File: src/rtl/lcd_result_formatter_if.sv
// lcd_result_formatter_if: transaction and character-bus bundle between the
// multiplier side, the result formatter and the LCD driver.
//   iA, iB    16-bit operands to display in hex
//   iResult   32-bit product to display in decimal
//   iStart    request, taken when oBusy is low
//   oBusy     frame under construction
//   oDone     one-cycle pulse when oChars has just been refreshed
//   oChars    32 ASCII characters, char 0 in the top byte
// master drives the request side; slave is the formatter.
interface lcd_result_formatter_if;
  logic [15:0]  iA;
  logic [15:0]  iB;
  logic [31:0]  iResult;
  logic         iStart;
  logic         oBusy;
  logic         oDone;
  logic [255:0] oChars;

  modport master (
    output iA, iB, iResult, iStart,
    input  oBusy, oDone, oChars
  );

  modport slave (
    input  iA, iB, iResult, iStart,
    output oBusy, oDone, oChars
  );
endinterface

File: src/rtl/lcd_result_formatter.sv
// lcd_result_formatter: builds the two-line, 32-character LCD frame
//   line 1: "A=hhhh B=hhhh   "   operands in uppercase hex
//   line 2: "R=dddddddddd    "   product in right-justified unsigned decimal
// The product is converted to BCD with double-dabble, one bit per cycle, and the
// whole frame is written to the output register in a single cycle so the LCD
// driver never samples a half-built frame.
// Ports:
//   Clock  system clock, rising edge
//   Reset  asynchronous active-low reset
//   bus    slave side of lcd_result_formatter_if (request in, frame out)
module lcd_result_formatter (
  input logic                   Clock,
  input logic                   Reset,
  lcd_result_formatter_if.slave bus
);

  typedef enum logic [1:0] {StIdle, StConvert, StEmit} state_e;

  localparam logic [255:0] AllSpaces = {32{8'h20}};

  state_e        state_q, state_d;
  logic [15:0]   a_q, a_d;
  logic [15:0]   b_q, b_d;
  logic [39:0]   bcd_q, bcd_d;
  logic [31:0]   sr_q, sr_d;
  logic [5:0]    cnt_q, cnt_d;
  logic [255:0]  chars_q, chars_d;
  logic          done_q, done_d;
  logic [39:0]   bcd_adj;

  function automatic logic [7:0] hex_char(input logic [3:0] n);
    return (n < 4'd10) ? (8'h30 + {4'h0, n}) : (8'h37 + {4'h0, n});
  endfunction

  function automatic logic [255:0] build_frame(input logic [15:0] a, input logic [15:0] b,
                                               input logic [39:0] bcd);
    logic [7:0]   ch [32];
    logic         seen;
    logic [3:0]   d;
    logic [255:0] f;
    for (int k = 0; k < 32; k++) ch[k] = 8'h20;
    ch[0]  = 8'h41;  // 'A'
    ch[1]  = 8'h3D;  // '='
    ch[7]  = 8'h42;  // 'B'
    ch[8]  = 8'h3D;
    for (int i = 0; i < 4; i++) begin
      ch[2 + i] = hex_char(a[15 - 4 * i -: 4]);
      ch[9 + i] = hex_char(b[15 - 4 * i -: 4]);
    end
    ch[16] = 8'h52;  // 'R'
    ch[17] = 8'h3D;
    // Blank leading zeros from the most significant digit down; the units digit
    // is always shown so a zero result reads "0".
    seen = 1'b0;
    for (int j = 9; j >= 1; j--) begin
      d = bcd[4 * j +: 4];
      if (d != 4'd0) seen = 1'b1;
      ch[27 - j] = seen ? {4'h3, d} : 8'h20;
    end
    ch[27] = {4'h3, bcd[3:0]};
    f = '0;
    for (int k = 0; k < 32; k++) f[255 - 8 * k -: 8] = ch[k];
    return f;
  endfunction

  // Double-dabble correction: every digit >= 5 gets +3 before the shift.
  always_comb begin
    bcd_adj = bcd_q;
    for (int i = 0; i < 10; i++) begin
      if (bcd_q[4 * i +: 4] >= 4'd5) bcd_adj[4 * i +: 4] = bcd_q[4 * i +: 4] + 4'd3;
    end
  end

  always_comb begin
    state_d = state_q;
    a_d     = a_q;
    b_d     = b_q;
    bcd_d   = bcd_q;
    sr_d    = sr_q;
    cnt_d   = cnt_q;
    chars_d = chars_q;
    done_d  = 1'b0;
    case (state_q)
      StIdle: begin
        if (bus.iStart) begin
          a_d     = bus.iA;
          b_d     = bus.iB;
          bcd_d   = '0;
          sr_d    = bus.iResult;
          cnt_d   = '0;
          state_d = StConvert;
        end
      end
      StConvert: begin
        {bcd_d, sr_d} = {bcd_adj[38:0], sr_q, 1'b0};
        cnt_d = cnt_q + 6'd1;
        if (cnt_q == 6'd31) state_d = StEmit;
      end
      StEmit: begin
        chars_d = build_frame(a_q, b_q, bcd_q);
        done_d  = 1'b1;
        state_d = StIdle;
      end
      default: state_d = StIdle;
    endcase
  end

  always_ff @(posedge Clock or negedge Reset) begin
    if (!Reset) begin
      state_q <= StIdle;
      a_q     <= '0;
      b_q     <= '0;
      bcd_q   <= '0;
      sr_q    <= '0;
      cnt_q   <= '0;
      chars_q <= AllSpaces;
      done_q  <= 1'b0;
    end else begin
      state_q <= state_d;
      a_q     <= a_d;
      b_q     <= b_d;
      bcd_q   <= bcd_d;
      sr_q    <= sr_d;
      cnt_q   <= cnt_d;
      chars_q <= chars_d;
      done_q  <= done_d;
    end
  end

  assign bus.oBusy  = (state_q != StIdle);
  assign bus.oDone  = done_q;
  assign bus.oChars = chars_q;

endmodule

File: src/flat_wrapper.sv
// flat-port wrapper written by rule: the top's interface ports become plain ports
module lcd_result_formatter_flat 
  (Clock, Reset, bus_iA, bus_iB, bus_iResult, bus_iStart, bus_oBusy, bus_oDone, bus_oChars);
  lcd_result_formatter_if bus_i ();
  input logic Clock;
  input logic Reset;
  input wire logic [$bits(bus_i.iA)-1:0] bus_iA;
  input wire logic [$bits(bus_i.iB)-1:0] bus_iB;
  input wire logic [$bits(bus_i.iResult)-1:0] bus_iResult;
  input wire logic [$bits(bus_i.iStart)-1:0] bus_iStart;
  output wire logic [$bits(bus_i.oBusy)-1:0] bus_oBusy;
  output wire logic [$bits(bus_i.oDone)-1:0] bus_oDone;
  output wire logic [$bits(bus_i.oChars)-1:0] bus_oChars;
  assign bus_i.iA = bus_iA;
  assign bus_i.iB = bus_iB;
  assign bus_i.iResult = bus_iResult;
  assign bus_i.iStart = bus_iStart;
  assign bus_oBusy = bus_i.oBusy;
  assign bus_oDone = bus_i.oDone;
  assign bus_oChars = bus_i.oChars;
  lcd_result_formatter u_core (.Clock(Clock), .Reset(Reset), .bus(bus_i));
endmodule
File: config.mk
export PLATFORM = sky130hd
export DESIGN_NAME = lcd_result_formatter_flat
export DESIGN_NICKNAME = d
export VERILOG_FILES = /design/src/rtl/lcd_result_formatter_if.sv /design/src/rtl/lcd_result_formatter.sv /design/src/flat_wrapper.sv
export SDC_FILE = /design/constraint.sdc
export NUM_CORES = 1
export LEC_CHECK = 0
export BUFFER_PORTS_ARGS = -buffer_cell sky130_fd_sc_hd__clkbuf_2
export CAP_MARGIN = 20
export CORE_UTILIZATION = 43
export CTS_CLUSTER_SIZE = 40
export DETAILED_ROUTE_END_ITERATION = 12
export PLACE_DENSITY = 0.79
export SETUP_SLACK_MARGIN = 0.02
export SLEW_MARGIN = 25
export SYNTH_ARGS = -nofsm -noshare
export SYNTH_HDL_FRONTEND = slang
export SYNTH_SLANG_ARGS = --single-unit
File: constraint.sdc
create_clock -name Clock -period 2.7 [get_ports Clock]
set_input_delay 0.27 -clock Clock [delete_from_list [all_inputs] [get_ports Clock]]
set_output_delay 0.27 -clock Clock [all_outputs]
set_load 0.01 [all_outputs]
=== Word level (Yosys, flattened, before mapping) ===
Cells that the tools add are included.

* Flip-flop bits (word level): 276
* Bits of input ports: 67
* Output and inout bits: 258
* Word-level logic and storage cells: 128

* Add/subtract/negate cells: 27
* $lt $le $gt $ge: 18
* Equal/unequal tests: 5
* Multiplexer cells: 55
* Reductions and logical operators: 15

{| class="wikitable"
|+ Operator list
! cell !! count
|-
| adder 6 x 4 -> 7 bit, first input constant || 16
|-
| case mux 40 bit (2 select lines) || 1
|-
| 2-to-1 mux 8 bit || 8
|-
| case mux 32 bit (2 select lines) || 1
|-
| 2-to-1 mux 5 bit || 9
|-
| greater-or-equal comparator 4 x 3 -> 1 bit, second input constant || 10
|-
| 2-to-1 mux 40 bit || 1
|-
| adder 4 x 2 -> 4 bit, second input constant || 9
|-
| 2-to-1 mux 4 bit || 9
|-
| nonzero test 4 bit || 9
|-
| < comparator 4 bit, second input constant || 8
|-
| 2-to-1 mux 32 bit || 1
|-
| 2-to-1 mux 1 bit || 19
|-
| case mux 6 bit (2 select lines) || 1
|-
| adder 6 x 1 -> 6 bit, second input constant || 1
|-
| equality test 6 x 5 -> 1 bit, second input constant || 1
|-
| 2-to-1 mux 6 bit || 1
|-
| AND reduction 2 bit || 3
|-
| 2-to-1 mux 2 bit || 2
|-
| case mux 2 bit (2 select lines) || 1
|-
| nonzero test 2 bit || 2
|-
| adder 3 x 2 -> 3 bit, second input constant || 1
|-
| 2-to-1 mux 3 bit || 1
|-
| equality test 2 x 1 -> 1 bit, second input constant || 1
|-
| other kinds (4) || 4
|}

=== Logic depth before layout (Yosys ltp) ===
* Depth in word-level cells: 20
* Mapped depth: 6
* Gate-level depth less buffers: 6

=== Worst setup path after synthesis ===
OpenSTA, ideal clock, no wires.

* Kind: register to register
* Start: register u_core.bcd_q[36]
* End: register u_core.chars_q[40], in the netlist u_core.bus.oChars[40]
* Setup time: 127 ps
* Data arrival time: 1571 ps
* Data required time: 2573 ps
* Path slack: 1001 ps
* Cell stages (with the launch flop): 7
* Buffers on the path: 0
* Period minus slack after synthesis: 1699 ps
* Cell sequence: dfrtp_1 inv_1 ha_1 nor3b_4 nand4_4 nor4_4 o31ai_1

* Longest elaborated chain between the ends: 20

{| class="wikitable"
|+ RTL lines
! what !! line !! RTL
|-
| start: declaration || lcd_result_formatter.sv:24 || <nowiki>logic [39:0] bcd_q, bcd_d;</nowiki>
|-
| start signal: assignment || lcd_result_formatter.sv:113 || <nowiki>bcd_q <= '0;</nowiki>
|-
| start signal: assignment || lcd_result_formatter.sv:122 || <nowiki>bcd_q <= bcd_d;</nowiki>
|-
| nonzero test 4 bit || lcd_result_formatter.sv:57 || <nowiki>if (d != 4'd0) seen = 1'b1;</nowiki>
|-
| 2-to-1 mux 1 bit || lcd_result_formatter.sv:57 ||
|-
| 2-to-1 mux 1 bit || lcd_result_formatter.sv:83 || <nowiki>case (state_q)</nowiki>
|-
| 2-to-1 mux 1 bit || lcd_result_formatter.sv:57 ||
|-
| 2-to-1 mux 1 bit || lcd_result_formatter.sv:83 ||
|-
| 2-to-1 mux 1 bit || lcd_result_formatter.sv:57 ||
|-
| 2-to-1 mux 1 bit || lcd_result_formatter.sv:83 ||
|-
| 2-to-1 mux 1 bit || lcd_result_formatter.sv:57 ||
|-
| [4 not listed] || -- ||
|-
| 2-to-1 mux 1 bit || lcd_result_formatter.sv:83 ||
|-
| 2-to-1 mux 1 bit || lcd_result_formatter.sv:57 ||
|-
| 2-to-1 mux 1 bit || lcd_result_formatter.sv:83 ||
|-
| 2-to-1 mux 1 bit || lcd_result_formatter.sv:57 ||
|-
| 2-to-1 mux 1 bit || lcd_result_formatter.sv:83 ||
|-
| 2-to-1 mux 1 bit || lcd_result_formatter.sv:57 ||
|-
| 2-to-1 mux 1 bit || lcd_result_formatter.sv:83 ||
|-
| 2-to-1 mux 5 bit || lcd_result_formatter.sv:58 || <nowiki>ch[27 - j] = seen ? {4'h3, d} : 8'h20;</nowiki>
|-
| end signal: assignment || lcd_result_formatter.sv:116 || <nowiki>chars_q <= AllSpaces;</nowiki>
|-
| end signal: assignment || lcd_result_formatter.sv:125 || <nowiki>chars_q <= chars_d;</nowiki>
|-
| end: declaration || lcd_result_formatter.sv:27 || <nowiki>logic [255:0] chars_q, chars_d;</nowiki>
|}

Every way passes these cells. The select of a mux whose other input is x is not followed.
A chain may end at the register's enable or synchronous reset.

=== Final worst setup path ===
* Start: register u_core.bcd_q[36]
* End: register u_core.chars_q[48], in the netlist u_core.bus.oChars[48]

* Longest elaborated chain between the ends: 18

{| class="wikitable"
|+ RTL lines
! what !! line
|-
| nonzero test 4 bit || lcd_result_formatter.sv:57
|-
| 2-to-1 mux 1 bit || lcd_result_formatter.sv:57
|-
| 2-to-1 mux 1 bit || lcd_result_formatter.sv:83
|-
| 2-to-1 mux 1 bit || lcd_result_formatter.sv:57
|-
| 2-to-1 mux 1 bit || lcd_result_formatter.sv:83
|-
| 2-to-1 mux 1 bit || lcd_result_formatter.sv:57
|-
| 2-to-1 mux 1 bit || lcd_result_formatter.sv:83
|-
| 2-to-1 mux 1 bit || lcd_result_formatter.sv:57
|-
| [2 not listed] || --
|-
| 2-to-1 mux 1 bit || lcd_result_formatter.sv:83
|-
| 2-to-1 mux 1 bit || lcd_result_formatter.sv:57
|-
| 2-to-1 mux 1 bit || lcd_result_formatter.sv:83
|-
| 2-to-1 mux 1 bit || lcd_result_formatter.sv:57
|-
| 2-to-1 mux 1 bit || lcd_result_formatter.sv:83
|-
| 2-to-1 mux 1 bit || lcd_result_formatter.sv:57
|-
| 2-to-1 mux 1 bit || lcd_result_formatter.sv:83
|-
| 2-to-1 mux 5 bit || lcd_result_formatter.sv:58
|}

Every way passes these cells. The select of a mux whose other input is x is not followed.

==> results.toml <==
[status]
outcome = "complete, no violations"

[place]
pre_cts_ws_ns = 0.695
portBuffers = 196
gp_congestion = 0.812
dp_hpwl_microns = 16600

[power_and_ir_drop]
p_per_area_nw_per_um2 = 939
clockPowerShare = 0.272
intPower_mw = 8.03
p_leak_nw = 6.54
sw_frac_of_total = 0.350
combPwrFrac = 0.305
ir_worst_vdd_mv = 0.579
p_seq_frac = 0.423
p_switching_mw = 4.32

[logic_synthesis]
postSynthAreaPerCell_sq_um = 9.47
syn_inst = 1176
synth_largest_area_cell = "dfrtp_1"
synth_area_sq_um = 11100
synth.distinct_cells = 54
synth-seq-cells = 220
synth_simple_gate_area_frac = 0.164
ys_seq_area_frac = 0.495
yosys.area_share.xor_xnor = 0.0165
synth_top_family_by_area = "simple AND/OR/NAND/NOR gates"
synth_flop_cell = "dfrtp_1"
synth_most_common_cell = "nand2_1"
netlist_top_cells_count = "nand2_1, dfrtp_1, buf_4"
synth_compound_area_frac = 0.134
synth_top_area_frac = 0.474
synth_fa_ha_area_frac = 0.0416
synth_top_cells_by_area = "dfrtp_1, buf_4, nand2_1"
synth-edff-count = 0
ys_async_sr_fraction = 1.00
muxShareOfSynthArea = 0.00966
yosysWarnings = 0

[cts]
cts_root_buffer = "clkbuf_16"
cts_setup_buffers = 0
clk_latency_ns = 0.52
cts_max_level = 1
clock-sinks = 220
cts_tree = "built"
ctsHoldBuffers = 54
clk_path_buf_depth = 3
cts_resized = 0
numCtsBuffers = 25
clk_pin_slew_worst_paths_ns = 0.06

[floorplanning]
dieWidth_microns = 163
coreArea_sq_um = 25300
rows = 58
initial_core_util = 0.440
io_pins = 325
die_h_microns = 163
fp.dieArea_sq_um = 26600

[run]
max-cap-violations = 0

[global_route]
antenna_found_initial = 0
grt_pass1_vias = 8208
track_usage = 0.190
grt_pass1_wl_microns = 41000
grt_max_degree = 98
grt.overflow.total = 0

[min_path]
hold_start = "bus_iResult[24]"
holdPathStages = 3
hold_class = "in2reg"
hold_end = "u_core.sr_q[24]"

[timing]
final_max_slew_viol_count = 0
relSlewSlack = 0.497
tns_ns = 0
setup_viol = 0
finalCritPeriodShare = 0.759
rsz0062_at_grt = "false"
finalWorstSetupSlack_ns = 0.652
clock_skew_ns = 0.0164
whs_ns = 0.0145
max_clock_freq_mhz = 488
tightest_slew_ns = 0.754
hold_viol_final = 0
min_period_ns = 2.05

[route]
antenna_left = 0
post-route-drc-count = 0
num_vias = 8573
drt_wl_total_microns = 25400
wl_per_cell_microns = 14.6
drtIter0Drc = 695
drt_pass1_iterations = 6
viasPerCell = 4.94

[cells_and_area]
drive_above_1_share = 0.198
n_antenna_cell = 0
syn_to_final_growth_pct = 18.1
fillers = 2259
final_util = 0.519
fin_nets = 1493

[critical_path]
crit_family = "simple AND/OR/NAND/NOR gates"
worstPathRequired_ns = 3.09
slowest_stage = "nor3_1"
critPathCaptureType = "flop"
path_cells = "inv_1 > ha_1 > nor3b_4 > nand4_4 > nor3_1 > o31ai_1"
crit_buf_inv = 1
max_stage_delay_ns = 0.42
r2r_slack_ns = 0.65
r2r_end = "u_core.bus.oChars[48]"
cp-start-kind = "flop"
worstPathArrival_ns = 2.43
rr_startpoint = "u_core.bcd_q[36]"
cp_max_fo = 8
path_class = "reg2reg"
cp-startpoint = "u_core.bcd_q[36]"
reg2regPathDepth = 6
## cell usage in the layout, fill, tap and decap left out, types with 4 or more instances in the layout
cell type        n
a21oi_1         20
or3_1            8
dfstp_2          9
o31ai_1         40
o2bb2ai_1        4
buf_4           12
mux2i_1          4
o21bai_1         8
o211ai_1         6
a31oi_1          9
conb_1         128
nand3b_1         7
a21o_1           8
o21a_1           8
o22ai_1         14
nand3_1         38
a32o_1          10
clkbuf_2       195
mux2_2           6
xnor2_1         18
clkbuf_1         7
nand2_1        277
a211oi_1         8
ha_1            37
nor3b_2          4
a22oi_1         17
clkbuf_8         8
clkbuf_16       25
dlygate4sd3_1   54
dfrtp_1        211
o21ai_0         75
nand2b_1        10
inv_1           37
nor2_1          44
o21ai_1          4
## power groups by stage
| stage | clock (mW) | sequential (mW) | combinational (mW) |
|---|---|---|---|
| after global placement | 0 | 5.21 | 3.54 |
| after floorplan | 0 | 5.19 | 2.69 |
| final | 3.35 | 5.22 | 3.77 |
| after CTS | 3.43 | 5.21 | 3.80 |
| after global routing | 3.58 | 5.38 | 4.28 |
| after detailed placement | 0 | 5.26 | 3.70 |
## area by class of cell
cell class                      instances  area [sq um]  area share
Clock buffer                           40           762      0.0579
Multi-Input combinational cell        839          4580       0.348
Inverter                               38           143      0.0108
Timing Repair Buffer                  265          1680       0.128
Tap cell                              330           413      0.0314
Clock inverter                          5          56.3     0.00428
Sequential cell                       220          5520       0.419
## worst max path at each step
stage / cells past startpoint / endpoint
detailed placement: 6 / u_core.bus.oChars[57]
finish: 6 / u_core.bus.oChars[48]
global route: 6 / u_core.bus.oChars[56]
floorplan: 6 / u_core.bus.oChars[40]
global placement: 6 / u_core.bus.oChars[56]
CTS: 6 / u_core.bus.oChars[57]
## kinds of logic (layout without fill, tap and decap cells)
| logic type | Yosys count | count (layout) |
|---|---|---|
| adders and majority gates | 37 | 37 |
| xor gates and xnor gates | 21 | 21 |
| buffers and inverters | 243 | 348 |
| and+or+nand+nor | 411 | 411 |
| muxes | 10 | 10 |
| AOI/OAI and AO/OA | 232 | 232 |
| DFF | 220 | 220 |
| other | 2 | 128 |
## metrics by stage
stage / std cells / power [mW] / cell area, sq um
after floorplan: 1302 / 7.88 / 11600
after global placement: 1638 / 8.76 / 11800
after detailed placement: 1638 / 8.96 / 11800
after CTS: 1737 / 12.4 / 13200
after global routing: 1737 / 13.2 / 13200
final: 1737 / 12.3 / 13200
## sequential cells by signal, summed over array words and instances (netlist names)
name,count
u_core.bus.oDone,1
u_core.sr_q,32
u_core.a_q,16
u_core.state_q,2
u_core.b_q,16
u_core.bcd_q,40
u_core.cnt_q,6
u_core.bus.oChars,107
## metal layers
metal	share of wire	track usage	vias to the layer above	wire length, microns
li1	-	-	4105	-
met1	0.43	0.248	4131	10800
met2	0.50	0.317	291	12600
met3	0.055	0.0321	46	1390
met4	0.023	0.0641	0	587
met5	0	0	-	0
## worst min-delay path: cells and delay by family
family,cells,cell delay [ns]
AOI/OAI and AO/OA,1,0.05
buffers and inverters,1,0.08
and+or+nand+nor,1,0.09
Note: power is estimated with default switching activity, not from simulation.
